### src/rtl/stft_pkg.sv
// rtl/stft_pkg.sv - shared FSM encodings and checksum width for the STFT datapath.
package stft_pkg;

  localparam logic [1:0] ST_IDLE  = 2'd0;
  localparam logic [1:0] ST_LOAD  = 2'd1;
  localparam logic [1:0] ST_CHECK = 2'd2;
  localparam logic [1:0] ST_DONE  = 2'd3;

  localparam int CSUM_WIDTH = 32;

endpackage

### src/rtl/twiddle_ram.sv
// rtl/twiddle_ram.sv - N x 2*word_size table, synchronous write, asynchronous read.
module twiddle_ram #(
  parameter int N         = 32,
  parameter int word_size = 16
) (
  input  logic                   clk,
  input  logic                   we,
  input  logic [$clog2(N)-1:0]   waddr,
  input  logic [2*word_size-1:0] wdata,
  input  logic [$clog2(N)-1:0]   read_address,
  output logic [2*word_size-1:0] twiddle
);

  // Storage is deliberately not reset; contents are defined by the first load.
  logic [2*word_size-1:0] mem_q [N];

  always_ff @(posedge clk) begin
    if (we) begin
      mem_q[waddr] <= wdata;
    end
  end

  assign twiddle = mem_q[read_address];

endmodule

### src/rtl/twiddle_loader.sv
// rtl/twiddle_loader.sv - streams a twiddle table into twiddle_ram; optional XOR trailer check via TWIDDLE_LOADER_CHECKSUM_EN.
module twiddle_loader #(
  parameter int N         = 32,
  parameter int word_size = 16
) (
  input  logic                   clk,
  input  logic                   rst_n,
  input  logic                   start,
  input  logic                   s_valid,
  input  logic [2*word_size-1:0] s_data,
  output logic                   s_ready,
  input  logic [$clog2(N)-1:0]   read_address,
  output logic [2*word_size-1:0] twiddle,
  output logic                   loading,
  output logic                   done,
  output logic                   error
);
  import stft_pkg::*;

  localparam int AW = $clog2(N);

  logic [1:0]    state_q, state_d;
  logic [AW-1:0] wr_ptr_q, wr_ptr_d;
  logic          done_q, done_d;
  logic          xfer;
  logic          we;
  logic          last_word;

  assign s_ready   = (state_q == ST_LOAD) || (state_q == ST_CHECK);
  assign loading   = s_ready;
  assign done      = done_q;
  assign xfer      = s_valid && s_ready;
  assign last_word = (wr_ptr_q == AW'(N - 1));
  // A start in the same cycle as a transfer wins; the word is dropped.
  assign we        = xfer && (state_q == ST_LOAD) && !start;

`ifdef TWIDDLE_LOADER_CHECKSUM_EN
  logic [CSUM_WIDTH-1:0] acc_q, acc_d;
  logic                  error_q, error_d;

  assign error = error_q;
`else
  assign error = 1'b0;
`endif

  always_comb begin
    state_d  = state_q;
    wr_ptr_d = wr_ptr_q;
    done_d   = done_q;
`ifdef TWIDDLE_LOADER_CHECKSUM_EN
    acc_d    = acc_q;
    error_d  = error_q;
`endif
    if (start) begin
      state_d  = ST_LOAD;
      wr_ptr_d = '0;
      done_d   = 1'b0;
`ifdef TWIDDLE_LOADER_CHECKSUM_EN
      acc_d    = '0;
      error_d  = 1'b0;
`endif
    end else begin
      case (state_q)
        ST_LOAD: begin
          if (xfer) begin
            wr_ptr_d = wr_ptr_q + 1'b1;
`ifdef TWIDDLE_LOADER_CHECKSUM_EN
            acc_d = acc_q ^ CSUM_WIDTH'(s_data);
            if (last_word) begin
              state_d = ST_CHECK;
            end
`else
            if (last_word) begin
              state_d = ST_DONE;
              done_d  = 1'b1;
            end
`endif
          end
        end
`ifdef TWIDDLE_LOADER_CHECKSUM_EN
        ST_CHECK: begin
          if (xfer) begin
            error_d = (CSUM_WIDTH'(s_data) != acc_q);
            done_d  = 1'b1;
            state_d = ST_DONE;
          end
        end
`endif
        default: ;
      endcase
    end
  end

  always_ff @(posedge clk or negedge rst_n) begin
    if (!rst_n) begin
      state_q  <= ST_IDLE;
      wr_ptr_q <= '0;
      done_q   <= 1'b0;
`ifdef TWIDDLE_LOADER_CHECKSUM_EN
      acc_q    <= '0;
      error_q  <= 1'b0;
`endif
    end else begin
      state_q  <= state_d;
      wr_ptr_q <= wr_ptr_d;
      done_q   <= done_d;
`ifdef TWIDDLE_LOADER_CHECKSUM_EN
      acc_q    <= acc_d;
      error_q  <= error_d;
`endif
    end
  end

  twiddle_ram #(
    .N         (N),
    .word_size (word_size)
  ) u_ram (
    .clk          (clk),
    .we           (we),
    .waddr        (wr_ptr_q),
    .wdata        (s_data),
    .read_address (read_address),
    .twiddle      (twiddle)
  );

endmodule

### config.mk
export PLATFORM = sky130hd
export DESIGN_NAME = twiddle_loader
export DESIGN_NICKNAME = d
export VERILOG_FILES = /design/src/rtl/stft_pkg.sv /design/src/rtl/twiddle_ram.sv /design/src/rtl/twiddle_loader.sv
export SDC_FILE = /design/constraint.sdc
export NUM_CORES = 1
export LEC_CHECK = 0
export ABC_AREA = 0
export ABC_CLOCK_PERIOD_IN_PS = 5700
export BUFFER_PORTS_ARGS = -buffer_cell sky130_fd_sc_hd__buf_4
export CAP_MARGIN = 20
export CORE_MARGIN = 4
export CORE_UTILIZATION = 50
export CTS_CLUSTER_DIAMETER = 100
export DETAILED_ROUTE_END_ITERATION = 8
export PLACE_DENSITY = 0.75
export SLEW_MARGIN = 20
export SYNTH_ARGS = -nofsm -noshare
export SYNTH_HDL_FRONTEND = slang
export SYNTH_SLANG_ARGS = --single-unit
### constraint.sdc
create_clock -name clk -period 5.7 [get_ports clk]
set_clock_uncertainty 0.1 [all_clocks]
set_input_delay 0.285 -clock clk [delete_from_list [all_inputs] [get_ports clk]]
set_output_delay 0.285 -clock clk [all_outputs]
set_load 0.02 [all_outputs]
==> results of run 1 <==
## worst max-delay path, cell delays in order
cell and delay [ns]:
buf_8 0.51, buf_4 0.77, mux2i_1 0.46, a22o_1 0.19
nor3_1 0.05, a31oi_1 0.25, nand3_1 0.13, buf_4 0.18
## cells in the mapped netlist, drive strengths merged, types with 2 or more instances
library cell | instances | area (µm²)
a21oi | 99 | 495
a22o | 64 | 561
a22oi | 96 | 721
a31oi | 32 | 200
buf | 85 | 599
clkbuf | 47 | 184
dfrtp | 7 | 175
edfxtp | 1024 | 30700
ha | 6 | 75.1
inv | 4 | 15.0
mux2i | 512 | 5120
nand2 | 107 | 402
nand2b | 2 | 12.5
nand3 | 97 | 485
nand3b | 3 | 22.5
nor2 | 41 | 154
nor2b | 2 | 12.5
nor3 | 32 | 160
o21ai | 2 | 10.0
xor2 | 2 | 17.5
## state kept, by name (all words and copies together), names as in the netlist
signal and flops:
done 1, state_q 1, u_ram.mem_q 1024, wr_ptr_q 5
## cells in the final DEF, fill, tap and decap left out, types with 17 or more instances in the layout
cell type      instances
edfxtp_1            1024
mux2i_1              512
buf_4                116
nand2_1              106
a21oi_1               99
clkbuf_16             99
nand3_1               97
a22oi_1               96
a22o_1                64
dlygate4sd3_1         36
nor2_4                33
nor3_1                32
a31oi_1               32
clkinv_2              21
clkinv_1              17
## cell families (layout without fill, tap and decap cells)
family | after synthesis | after routing | synth area share [%]
multiplexers | 512 | 512 | 12.7
AO/OA/AOI/OAI | 294 | 294 | 4.96
flip-flops | 1031 | 1031 | 76.9
AND/OR/NAND/NOR | 290 | 290 | 3.20
other | 1 | 2 | 0.00932
XOR/XNOR | 3 | 3 | 0.0653
adder cells (fa/ha/maj) | 6 | 6 | 0.187
buffers and inverters | 136 | 345 | 1.98
## routing by layer
metal  up-vias  wire length [µm]  GRT usage [%]
met5         -                11              0
met4         2              3570           8.31
met3       206              8490           3.62
met2      1206             48700           37.5
met1     11058             38400           31.0
li1       9268                 -              -
## power by group through the flow
stage               clock (mW)  sequential [mW]  combinational, mW
finish                    6.39             8.37              0.852
global route              6.78             8.36              0.896
CTS                       6.44             8.37              0.849
detailed placement           0             8.53              0.823
global placement             0             8.53              0.805
floorplan                    0             8.53              0.464
## final cells by class
class | count | share of cell area (%)
Sequential cell | 1031 | 67.7
Multi-Input combinational cell | 1106 | 19.3
Clock buffer | 119 | 5.68
Timing Repair Buffer | 163 | 3.20
Tap cell | 1050 | 2.88
Clock inverter | 59 | 1.23
Inverter | 4 | 0.0329
Antenna cell | 1 | 0.00548
## worst max-delay path by stage
stage	endpoint	startpoint	cells after the start	slack, ns
after floorplan	u_ram.mem_q[29][0]	done	6	2.69
after global placement	twiddle[26]	read_address[0]	8	2.36
after detailed placement	twiddle[26]	read_address[0]	8	2.39
after CTS	twiddle[26]	read_address[0]	8	2.37
after global routing	twiddle[26]	read_address[0]	8	2.19
final	twiddle[26]	read_address[0]	8	2.33
## per-stage QoR
step                      instances  cell area, µm²  power, mW  util [%]  setup slack (ns)
after floorplan                2273           40200       9.00         -              2.69
after global placement         3316           42100       9.33      53.0              2.36
after detailed placement       3318           42100       9.35      53.1              2.39
after CTS                      3532           45700       15.7      57.5              2.37
after global routing           3532           45700       16.0      57.5              2.19
final                          3533           45700       15.6      57.5              2.33
==> impl_metrics.tcl, run 1 <==
set metrics [dict create \
    period_share_pct 59.1 \
    ant_nets 0 \
    wire_per_inst_um 28.1 \
    rows 103 \
    worst-r2r-cell-count 7 \
    cp-end-kind "output port" \
    crit_type "in2out" \
    multi_input_area_um2 8790 \
    power_frac_seq_pct 53.6 \
    rsz0062_at_grt "no" \
    async_flop_share_pct 0.679 \
    synthCells 2273 \
    ys_warn_count 0 \
    hold_start "start" \
    core_um2 79400 \
    dp_hpwl_mm 54.5 \
    p_int_mw 12.3 \
    crit_required_ns 5.32 \
    ctsResizeCount 0 \
    cts.sinks 1031 \
    clkTransAtPathRegs_ns 0.07 \
    tns_ns 0 \
    p_clk_share_pct 40.9 \
    die_w_um 292 \
    first_pass_iters 7 \
    timing.rr.start "done" \
    worst_slew_margin_rel_pct 23.5 \
    grt-ovfl-total 0 \
    grtUsageTotal_pct 22.7 \
    clock_path_buffers 3 \
    drt_iter0_markers 2636 \
    ir_drop_v 0.000240 \
    layout.nets 2450 \
    routed_wl_mm 99.2 \
    syn2layout_area_growth_pct 13.5 \
    start_util_pct 50.7 \
    clk_latency_ns 0.66 \
    whs_path_depth 3 \
    tightest_slew_ns 1.15 \
    arrival_ns 2.99 \
    swShare_pct 21.3 \
    holdPathEnd "wr_ptr_q[3]" \
    htree_levels 3 \
    min_path_type "in2reg" \
    maxCapViolCount 0 \
    leakage_nw 15.9 \
    p_comb_share_pct 5.5 \
    hold_violations 0 \
    dieArea_um2 85100 \
    synth-seq-area-share_pct 76.9 \
    fin_crit_ns 3.37 \
    grt_first_pass_wirelength_mm 145 \
    synth_area_um2 40200 \
    power_density_nw_per_um2 342 \
    synth_edf_count 1024 \
    seq_area_um2 30900 \
    timing.hold.ws_ns 0.324 \
    ys_seq_elements 1031 \
    vias_per_cell 6.15 \
    fmax_ghz 0.297 \
    startpoint_type "input port" \
    synthFlopType "edfxtp_1" \
    fill_cells 5810 \
    ys_types 33 \
    ctsRootBufferMaster "clkbuf_16" \
    avgSynthCellArea_um2 17.7 \
    drc_errors 0 \
    antenna_found_initial 2 \
    port_buffers 75 \
    cts_tree "yes" \
    cts_buffers 97 \
    die_h_um 292 \
    power.switching_mw 3.32 \
    synth_nets 2320 \
    r2r_setup_slack_ns 2.44 \
    grt_pass1_vias 21795 \
    gp_congestion 0.817 \
    r2r-end "u_ram.mem_q[22][26]" \
    setup_viol 0 \
    status "finished, final reports clean" \
    post-cts-setup-buffers 0 \
    vias 21740 \
    slew_viol_final 0 \
    ioPinCount 77 \
    grt_max_degree 129 \
    path_max_fanout 66 \
    drive_above_1_share_pct 12.6 \
    hold_buffers 36 \
]
(Power assumes the default switching activity.)
==> run 2, diff against run 1 <==
--- a/config.mk
+++ b/config.mk
@@ -6,7 +6,7 @@
 export NUM_CORES = 1
 export LEC_CHECK = 0
 export ABC_AREA = 0
-export ABC_CLOCK_PERIOD_IN_PS = 5700
+export ABC_CLOCK_PERIOD_IN_PS = 3150
 export BUFFER_PORTS_ARGS = -buffer_cell sky130_fd_sc_hd__buf_4
 export CAP_MARGIN = 20
 export CORE_MARGIN = 4
==> constraint.sdc (replaced) <==
create_clock -name clk -period 3.15 [get_ports clk]
set_clock_uncertainty 0.1 [all_clocks]
set_input_delay 0.1575 -clock clk [delete_from_list [all_inputs] [get_ports clk]]
set_output_delay 0.1575 -clock clk [all_outputs]
set_load 0.02 [all_outputs]
==> run 2 against run 1 <==
  * Clock power increased by 82%
  * Sequential power rose by 80%
  * Die area unchanged
  * Design area grew 1.6%
  * Combinational power grew 84%
  * Via count is 0.31% higher
  * Core utilization up 0.93 points
  * Register-to-register slack got worse by 1.7 ns
  * First-iteration DRC count fell by 3.9%
  * Sequential cell count unchanged
  * Worst setup slack got worse by 1.6 ns
  * Hold slack worse by 0.11 ns
==> impl_metrics.tcl, run 2 (same netlist as run 1, synthesis figures left out) <==
set metrics [dict create \
    clk_latency_ns 0.63 \
    status "finished, final reports clean" \
    grtUsageTotal_pct 22.2 \
    port_buffers 75 \
    tns_ns 0 \
    mostFrequentLayoutCells "edfxtp_1 (1,024), mux2i_1 (512), buf_4 (139)" \
    grt_max_degree 76 \
    gp_congestion 0.840 \
    ir_drop_v 0.000432 \
    start_util_pct 50.7 \
    ant_nets 0 \
    drt_iter0_markers 2534 \
    rows 103 \
    leakage_nw 16.2 \
    drive_above_1_share_pct 13.8 \
    stdcell_count 3580 \
    layout.nets 2501 \
    largest_reg_flops 1024 \
    routed_wl_mm 96.6 \
    multi_input_area_um2 8790 \
    final_common_cell "edfxtp_1" \
    fill_cells 5683 \
    ioPinCount 77 \
    cts_buffers 95 \
    antenna_found_initial 2 \
    grt_first_pass_wirelength_mm 142 \
    rsz0062_at_grt "no" \
    tightest_slew_ns 0.783 \
    min_path_type "in2reg" \
    htree_levels 3 \
    fin_crit_ns 2.44 \
    clkTransAtPathRegs_ns 0.06 \
    die_h_um 292 \
    cts.sinks 1031 \
    syn2layout_area_growth_pct 15.3 \
    period_share_pct 77.4 \
    startpoint_type "register" \
    core_um2 79400 \
    ctsResizeCount 0 \
    grt-ovfl-total 0 \
    cp-end-kind "register" \
    vias 21808 \
    maxCapViolCount 0 \
    cts_tree "yes" \
    clock_path_buffers 3 \
    worst_slew_margin_rel_pct 47.6 \
    crit_required_ns 3.33 \
    arrival_ns 2.62 \
    reg_top3 "u_ram.mem_q: 1024 flops, wr_ptr_q: 5 flops" \
    power_density_nw_per_um2 610 \
    ctsRootBufferMaster "clkbuf_16" \
    timing.hold.ws_ns 0.214 \
    die_w_um 292 \
    grt_pass1_vias 21965 \
    fmax_ghz 0.410 \
    vias_per_cell 6.09 \
    path_max_fanout 23 \
    first_pass_iters 5 \
    crit_type "reg2reg" \
    wire_per_inst_um 27.0 \
    drc_errors 0 \
    dp_cells 3370 \
    seq_area_um2 30900 \
    diodes 0 \
    finalPower_mw 28.3 \
    slew_viol_final 0 \
    setup_viol 0 \
    dieArea_um2 85100 \
    hold_violations 0 \
    regMostFlops "u_ram.mem_q" \
    dp_hpwl_mm 54.0 \
]
run 2: cell types whose count changed in the layout (fill, tap and decap cells not counted), moves of 2 or more:
cell,before,now
buf_12,8,39
buf_4,116,139
clkinv_2,21,9
clkinv_1,17,26
bufinv_16,9,12
clkinvlp_4,6,3
buf_16,2,0
clkbuf_8,4,2
run 2: per-stage QoR:
step	cell area [µm²]	setup WS [ns]	utilization, %
floorplan	40200	0.142	-
global placement	42900	0.713	54.0
detailed placement	42900	0.762	54.0
CTS	46400	0.707	58.5
global route	46400	0.606	58.5
finish	46400	0.713	58.5
run 2: area by class of cell:
cell class | instances | share of cell area [%]
tap | 1050 | 2.83
sequential | 1031 | 66.6
clock inverter | 56 | 1.32
timing repair buffer | 216 | 4.76
inverter | 4 | 0.0324
multi-input combinational | 1106 | 18.9
clock buffer | 117 | 5.48
run 2: critical path: stages (launching register included):
cell and delay, ns:
dfrtp_1 0.41, inv_1 0.09, ha_1 0.16, nand2_1 0.11
nor2_1 0.32, nand2_1 0.11, buf_4 0.22, nor2_4 0.13
buf_4 0.42
run 2: layer usage:
layer	vias to the layer above	wire (µm)	global-route usage [%]
li1	9363	-	-
met1	11176	39200	30.8
met2	1096	47300	36.6
met3	169	7470	3.33
met4	4	2700	7.04
met5	-	27	0
run 2: worst paths after layout:
path | cells past startpoint | slack (ns) | end | start
worst max register to register | 8 | 0.71 | u_ram.mem_q[29][7] | done
worst min register to register | 1 | 0.38 | state_q[0] | state_q[0]
min in group asynchronous | 3 | 0.42 | wr_ptr_q[2] | rst_n
max in group asynchronous | 3 | 2.28 | wr_ptr_q[1] | rst_n
worst min-delay path | 3 | 0.21 | wr_ptr_q[0] | start
worst max-delay path | 8 | 0.71 | u_ram.mem_q[29][7] | done
run 2: what timing repair did:
| action | CTS | global route |
|---|---|---|
| setup endpoints to repair | 0 | 0 |
| endpoints found under the hold margin | 1038 | 0 |
| buffers inserted | 0 | 0 |
| hold buffers | 37 | 0 |
run 2: where the power goes:
group	total, mW	leakage [nW]	switching, mW	internal, mW
logic	1.57	5.35	1.02	0.557
registers	15.1	9.30	0.0160	15.1
clock network	11.6	1.53	4.85	6.73
total	28.3	16.2	5.88	22.4
==> run 3, diff against run 2 <==
--- a/config.mk
+++ b/config.mk
@@ -6,7 +6,7 @@
 export NUM_CORES = 1
 export LEC_CHECK = 0
 export ABC_AREA = 0
-export ABC_CLOCK_PERIOD_IN_PS = 3150
+export ABC_CLOCK_PERIOD_IN_PS = 2400
 export BUFFER_PORTS_ARGS = -buffer_cell sky130_fd_sc_hd__buf_4
 export CAP_MARGIN = 20
 export CORE_MARGIN = 4
==> constraint.sdc (replaced) <==
create_clock -name clk -period 2.4 [get_ports clk]
set_clock_uncertainty 0.1 [all_clocks]
set_input_delay 0.12 -clock clk [delete_from_list [all_inputs] [get_ports clk]]
set_output_delay 0.12 -clock clk [all_outputs]
set_load 0.02 [all_outputs]
==> run 3 against run 2 <==
  * Hold slack got worse by 0.082 ns
  * Design area rose by 3.0%
  * Cell count rose by 1.9%
  * Combinational power rose by 45%
  * Wire length fell by 0.11%
  * Global-route usage barely moved
  * Non-clock buffer count rose by 55
  * Sequential share of layout area fell by 1.9 points
  * Critical endpoint is now twiddle[8]
  * Largest power group unchanged
==> impl_metrics.tcl, run 3 (same netlist as run 1, synthesis figures left out) <==
set metrics [dict create \
    min_path_type "in2reg" \
    gp_congestion 0.840 \
    grt_first_pass_wirelength_mm 143 \
    p_clk_share_pct 41.8 \
    maxCapViolCount 0 \
    path_buf_inv 1 \
    hold_violations 0 \
    slew_viol_final 0 \
    start_util_pct 50.7 \
    syn2layout_area_growth_pct 18.8 \
    status "finished, final reports clean" \
    fin_crit_ns 2.38 \
    worst_slew_margin_rel_pct 51.0 \
    drt_iter0_markers 2334 \
    dp_cells 3430 \
    ir_drop_v 0.000505 \
    place_area_um2 43700 \
    htree_levels 3 \
    drive_above_1_share_pct 17.9 \
    pre_cts_slack_ns 0.0968 \
    drc_errors 0 \
    clk_latency_ns 0.67 \
    cp-end-kind "output port" \
    mostFrequentLayoutCells "edfxtp_1 (1,024), mux2i_1 (510), buf_4 (150)" \
    p_int_mw 30.0 \
    die_w_um 292 \
    slowest_delay_ns 0.36 \
    grt_max_degree 62 \
    port_buffers 75 \
    vias_per_cell 6.05 \
    crit_required_ns 2.18 \
    cts_tree "yes" \
    fill_cells 5612 \
    clock_path_buffers 3 \
    vias 22060 \
    grtUsageTotal_pct 22.2 \
    tightest_slew_ns 0.733 \
    final_common_cell "edfxtp_1" \
    worstPathCellList "mux2i_1, a22o_1, nor3_2, a31oi_2, nand3_1, buf_4" \
    power_frac_seq_pct 52.2 \
    startpoint_type "register" \
    crit_type "reg2out" \
    design_area_um2 47800 \
    core_um2 79400 \
    power.switching_mw 8.08 \
    stdcell_count 3648 \
    dieArea_um2 85100 \
    period_share_pct 99.2 \
    tns_ns 0 \
    ant_nets 0 \
    largest_reg_flops 1024 \
    crit_path_top_delay_cell "edfxtp_1" \
    rsz0062_at_grt "yes" \
    grt-ovfl-total 0 \
    setup_viol 0 \
    layout.nets 2561 \
    ioPinCount 77 \
    clkTransAtPathRegs_ns 0.06 \
    regMostFlops "u_ram.mem_q" \
    ctsRootBufferMaster "clkbuf_16" \
    wire_per_inst_um 26.5 \
    first_pass_iters 5 \
    die_h_um 292 \
    fin_ws_ns 0.0185 \
    dp_hpwl_mm 57.4 \
    power_density_nw_per_um2 796 \
    arrival_ns 2.16 \
    finalPower_mw 38.0 \
    cts.sinks 1031 \
    reg_top3 "u_ram.mem_q: 1024 flops, wr_ptr_q: 5 flops" \
    grt_pass1_vias 22346 \
    rows 103 \
    routed_wl_mm 96.5 \
    p_comb_share_pct 6.0 \
    fmax_ghz 0.420 \
    leakage_nw 16.8 \
    cts_buffers 100 \
    antenna_found_initial 3 \
    path_max_fanout 1 \
    swShare_pct 21.2 \
    crit_family "compound AO/OA/AOI/OAI gates" \
]
## run 3: worst min-delay path, cell delays in order
cell,delay (ns)
dlygate4sd3_1,0.52
buf_4,0.16
nor2_1,0.06
## run 3: power by group through the flow
stage / logic [mW] / clock network (mW) / registers (mW)
after detailed placement: 2.12 / 0 / 20.3
after CTS: 2.24 / 16.1 / 19.9
after global routing: 2.39 / 16.9 / 19.9
after global placement: 2.07 / 0 / 20.3
final: 2.28 / 15.9 / 19.9
after floorplan: 1.11 / 0 / 20.3
## run 3: final timing paths
path	from	to	slack [ns]	depth (start not counted)
worst min-delay path	start	wr_ptr_q[3]	0.13	3
max in group asynchronous	rst_n	wr_ptr_q[1]	1.61	3
worst max register to register	done	u_ram.mem_q[2][11]	0.23	8
min in group asynchronous	rst_n	state_q[0]	0.33	3
worst min register to register	state_q[0]	state_q[0]	0.41	1
worst max-delay path	u_ram.mem_q[0][8]	twiddle[8]	0.02	6
## run 3: per-layer routing
metal / vias up / track usage, % / routed length (µm)
li1: 9509 / - / -
met1: 11341 / 29.9 / 38600
met2: 1034 / 37.4 / 48200
met3: 174 / 3.42 / 7110
met4: 2 / 7.10 / 2600
met5: - / 0 / 8
## run 3: metrics by stage
stage | hold WS (ns) | utilization, %
finish | 0.132 | 60.2
detailed placement | -0.154 | 55.0
CTS | 0.110 | 60.1
floorplan | -0.276 | -
global route | 0.134 | 60.2
global placement | -0.158 | 55.0
## run 3: layout make-up
type	count	area, µm²	share of cell area, %
clock inverter	68	763	1.60
antenna	1	2.50	0.00524
inverter	4	15.0	0.0314
timing repair buffer	271	3040	6.36
sequential	1031	30900	64.7
clock buffer	117	2590	5.41
multi-input combinational	1106	9150	19.1
tap	1050	1310	2.75
## run 3: repair_timing
action,4_1_cts,5_1_grt
gates resized for setup,47,29
hold buffers,37,0
endpoints found under the hold margin,1038,0
buffers inserted,0,0
setup endpoints to repair,20,19
pin swaps,15,20
